**config.mk**
```make
export PLATFORM = sky130hd
export DESIGN_NAME = pipe_ctrl_n
export DESIGN_NICKNAME = d
export VERILOG_FILES = /design/src/rtl/pipe_ctrl_n.sv
export SDC_FILE = /design/constraint.sdc
export NUM_CORES = 1
export LEC_CHECK = 0
export ABC_AREA = 1
export CORE_MARGIN = 4
export CORE_UTILIZATION = 51
export DETAILED_ROUTE_END_ITERATION = 8
export PLACE_DENSITY = 0.81
export REMOVE_ABC_BUFFERS = 1
export SYNTH_ARGS = -nofsm -noshare
export SYNTH_HDL_FRONTEND = slang
export SYNTH_SLANG_ARGS = --single-unit
```
**constraint.sdc**
```tcl
create_clock -name clk -period 3.7 [get_ports clk]
set_input_delay 0.74 -clock clk [delete_from_list [all_inputs] [get_ports clk]]
set_output_delay 0.74 -clock clk [all_outputs]
set_load 0.01 [all_outputs]
```
**src/rtl/pipe_ctrl_n.sv**
```systemverilog
// rtl/pipe_ctrl_n.sv - pipeline stall/flush control with multi-cycle hold, stall counter and watchdog
module pipe_ctrl_n #(
   parameter int NSTAGES  = 5,
   parameter int MC_STAGE = 2,
   parameter int CW       = 6,
   parameter int WDOG     = 1024
) (
   input  logic               clk,
   input  logic               rst,
   input  logic [NSTAGES-1:0] stallreq,
   input  logic               mc_start,
   input  logic [CW-1:0]      mc_cycles,
   input  logic               excp_req,
   input  logic [31:0]        excp_pc,
   output logic [NSTAGES:0]   stall,
   output logic [NSTAGES:0]   flush,
   output logic               redirect,
   output logic [31:0]        redirect_pc,
   output logic               mc_busy,
   output logic               mc_done,
   output logic [31:0]        stall_cnt,
   output logic               wdog_err
);

   logic [CW-1:0]      mc_cnt;
   logic               mc_hold;
   logic [NSTAGES-1:0] req;
   logic [NSTAGES:0]   stall_raw;

   // Multi-cycle hold is live on the start cycle and while the counter is still draining.
   always_comb begin
      mc_hold = (mc_start && (mc_cycles != '0)) || (mc_cnt != '0);
      req     = stallreq;
      if (mc_hold) begin
         req[MC_STAGE] = 1'b1;
      end
   end

   // Stage k-1 stalling freezes its own register and every register upstream of it.
   always_comb begin
      stall_raw    = '0;
      stall_raw[0] = |req;
      for (int k = 1; k <= NSTAGES; k++) begin
         stall_raw[k] = |(req >> (k - 1));
      end
   end

   // Output gating: reset silences everything, an exception flush overrides any stall.
   always_comb begin
      stall       = '0;
      flush       = '0;
      redirect    = 1'b0;
      redirect_pc = '0;
      mc_busy     = 1'b0;
      mc_done     = 1'b0;
      if (!rst) begin
         if (excp_req) begin
            flush       = '1;
            redirect    = 1'b1;
            redirect_pc = excp_pc;
         end else begin
            stall = stall_raw;
         end
         mc_busy = mc_hold;
         mc_done = (mc_cnt == CW'(1)) ||
                   (mc_start && (mc_cycles == CW'(1)) && (mc_cnt == '0));
      end
   end

   // Remaining hold cycles after the current one; an exception aborts the op and blocks a new start.
   always_ff @(posedge clk or posedge rst) begin
      if (rst) begin
         mc_cnt <= '0;
      end else if (excp_req) begin
         mc_cnt <= '0;
      end else if (mc_cnt != '0) begin
         mc_cnt <= mc_cnt - CW'(1);
      end else if (mc_start && (mc_cycles != '0)) begin
         mc_cnt <= mc_cycles - CW'(1);
      end
   end

   // Saturating count of cycles in which the PC register was held.
   always_ff @(posedge clk or posedge rst) begin
      if (rst) begin
         stall_cnt <= '0;
      end else if (stall[0] && (stall_cnt != 32'hFFFF_FFFF)) begin
         stall_cnt <= stall_cnt + 32'd1;
      end
   end

   generate
      if (WDOG > 0) begin : g_wdog
         localparam logic [31:0] WDOG_LAST = 32'(WDOG - 1);
         logic [31:0] wdog_cnt;

         // Consecutive-stall watchdog; counter parks at its limit once the error is raised.
         always_ff @(posedge clk or posedge rst) begin
            if (rst) begin
               wdog_cnt <= '0;
               wdog_err <= 1'b0;
            end else if (!stall[0]) begin
               wdog_cnt <= '0;
            end else if (wdog_cnt == WDOG_LAST) begin
               wdog_err <= 1'b1;
            end else begin
               wdog_cnt <= wdog_cnt + 32'd1;
            end
         end
      end else begin : g_no_wdog
         // Watchdog disabled.
         always_comb begin
            wdog_err = 1'b0;
         end
      end
   endgenerate

endmodule

```
==> out/metrics.yaml <==
worstPathRequired_ps: 2960
synth_cell_types: 34
clock.fmax_mhz: 304
portBuffers: 126
ys_warn_count: 0
timing_hold_violations_final: 0
cp.arrival_ps: 2550
worst_r2r_path_depth: 8
outcome: "completed"
fp-row-count: 37
rr_startpoint: "mc_cnt[0]"
clock_sinks: 71
p_seq_share_pct: 39.8
crit_start: "excp_req"
post-route-drc-count: 0
drv_slew: 0
crit_type: "in2out"
vias: 5565
worstHoldStart: "wdog_err"
register_area_mm2: 0.00178
grt_antenna_before_repair: 0
setup_viol: 0
cts-root-buf: "clkbuf_8"
synth_ff_type: "dfrtp_1"
worstMarginPinSlew_ps: 570
critPathMaxFanout: 7
intPower_uw: 1520
initial_core_util_pct: 52.0
whs_ps: 527
drtAntennaViolNets: 0
max_slew_margin_pct: 61.9
hold_buffers: 0
first_iter_violations: 401
finalCritPeriodShare_pct: 88.8
ys_ff_latch: 71
nets: 1021
die_h_um: 110
area_delta_synth_final_pct: 29.0
grt_pass1_wl_mm: 26.0
firstDrtPassIters: 5
async_reset_ff_share_pct: 100
cts_setup_buffers: 0
grt_max_degree: 35
synth-edff-count: 0
grt_overflow: 0
drt_wl_total_mm: 15.9
htreeDepth: 3
drive_above_1_share_pct: 5.97
multiInputGateArea_mm2: 0.00316
cts_buffer_depth: 2
combPwrFrac_pct: 29.5
vias_per_cell: 5.03
cts_buffers: 9
switching_share_pct: 34.4
fillers: 967
io_pins: 127
core_area_mm2: 0.0103
cap_violations: 0
clk_pin_slew_ps: 80
critPathLaunchType: "input pin"
p_per_area_mw_per_mm2: 337
ys_seq_area_share_pct: 33.3
peakVddDrop_mv: 0.379
dieArea_mm2: 0.0122
r2r_slack_ps: 1470
clock_skew_ps: 9.86
hold_path_class: "reg2reg"
fin_crit_ps: 3290
place.gp.congestion: 0.982
post_cts_resized: 0
clockPowerShare_pct: 30.7
first_global_vias: 5282
final.setup.tns_ps: 0
r2r-end: "g_wdog.wdog_cnt[24]"
insertion_delay_ps: 350
crit_end: "flush[2]"
cts_tree: "built"
syn_inst: 848
grtUsageTotal_pct: 27.5
drt-wirelength-per-cell_um: 14.4
diodes: 0
rsz0062_at_grt: "false"
fp.dieW_um: 110
synth_area_mm2: 0.00534
leakagePower_uw: 0.00312
netSwitchingPower_uw: 798
critPathCaptureType: "output pin"
place_hpwl_mm: 12.3
syn_area_per_cell_um2: 6.30
==> per-layer routing <==
metal  vias to the layer above  GRT usage, %  routed length [µm]
met5                         -             0                   0
met2                       137          46.9                7900
li1                       2882             -                   -
met4                         0          7.04                 261
met3                        21          4.08                 587
met1                      2525          36.6                7150
==> synth_stat cells, types with 9 or more instances <==
library cell,number,area (µm²)
buf_4,9,67.6
dfrtp_1,71,1780
inv_1,61,229
nand2_1,324,1220
nand3_1,68,340
nand3_2,9,90.1
nand3b_1,16,120
nor2_1,161,604
nor2_2,10,62.6
nor3_1,21,105
o21ai_0,11,55.1
xor2_1,16,140
==> layout make-up <==
class / instances / area share (%)
Inverter: 63 / 3.43
Clock inverter: 7 / 1.42
Tap cell: 136 / 2.47
Sequential cell: 71 / 25.8
Multi-Input combinational cell: 688 / 45.8
Clock buffer: 9 / 1.80
Timing Repair Buffer: 133 / 19.3
==> worst min-delay path by stage <==
stage / endpoint / cells after the start
after detailed placement: wdog_err / 2
after global routing: wdog_err / 2
final: wdog_err / 2
after CTS: wdog_err / 2
after global placement: wdog_err / 2
after floorplan: wdog_err / 2
==> registers in the layout, indices dropped and copies added (netlist names) <==
signal	cells
wdog_err	1
mc_cnt	6
stall_cnt	32
g_wdog.wdog_cnt	32
==> through the flow <==
stage          cells  utilization (%)  setup slack (ps)  power, µW  cell area [µm²]
6_report        1107             67.0               414       2320             6890
5_1_grt         1107             67.0               254       2460             6890
4_1_cts         1107             67.0               421       2320             6890
3_5_place_dp    1091             64.9               429       1610             6670
3_3_place_gp    1091             64.9               451       1600             6670
2_1_floorplan    822                -              1160       1310             5170
==> cell families (layout without fill, tap and decap cells) <==
group | count (synthesis) | count (layout) | synth area share, %
simple gates | 630 | 630 | 50.7
buf+inv | 89 | 212 | 7.61
flops | 71 | 71 | 33.3
compound gates | 26 | 26 | 2.62
xor+xnor | 24 | 24 | 3.94
fa+ha+maj | 8 | 8 | 1.87
==> power by group through the flow <==
stage	clock network, µW	registers (µW)	logic, µW
4_1_cts	721	921	681
5_1_grt	761	932	766
3_3_place_gp	0	933	672
3_5_place_dp	0	935	676
2_1_floorplan	0	933	379
6_report	714	924	684
==> placed cells by master, fill, tap and decap left out, types with 2 or more instances in the layout <==
cell / netlist / layout
bufinv_16: 0 / 2
inv_2: 2 / 3
clkdlybuf4s50_1: 0 / 126
clkinv_4: 0 / 2
inv_1: 61 / 60
nor2_2: 10 / 10
clkbuf_8: 1 / 9
o21ai_0: 11 / 11
clkinvlp_4: 0 / 2
dfrtp_1: 71 / 71
nand2_1: 324 / 324
nand3_1: 68 / 68
a21oi_1: 6 / 6
nand3_2: 9 / 9
ha_1: 8 / 8
nand3b_1: 16 / 16
nor3_1: 21 / 21
or2_2: 3 / 3
o21ai_1: 4 / 4
xnor2_1: 8 / 8
nand4_1: 7 / 7
nor2_4: 3 / 3
nand2_2: 4 / 4
nor2_1: 161 / 161
xor2_1: 16 / 16
nand2_4: 2 / 2
buf_4: 9 / 6
==> critical path, stage by stage <==
cell and delay (ps):
clkdlybuf4s50_1 650, inv_1 170, nor2_1 360, clkdlybuf4s50_1 630
(Power assumes the default switching activity.)
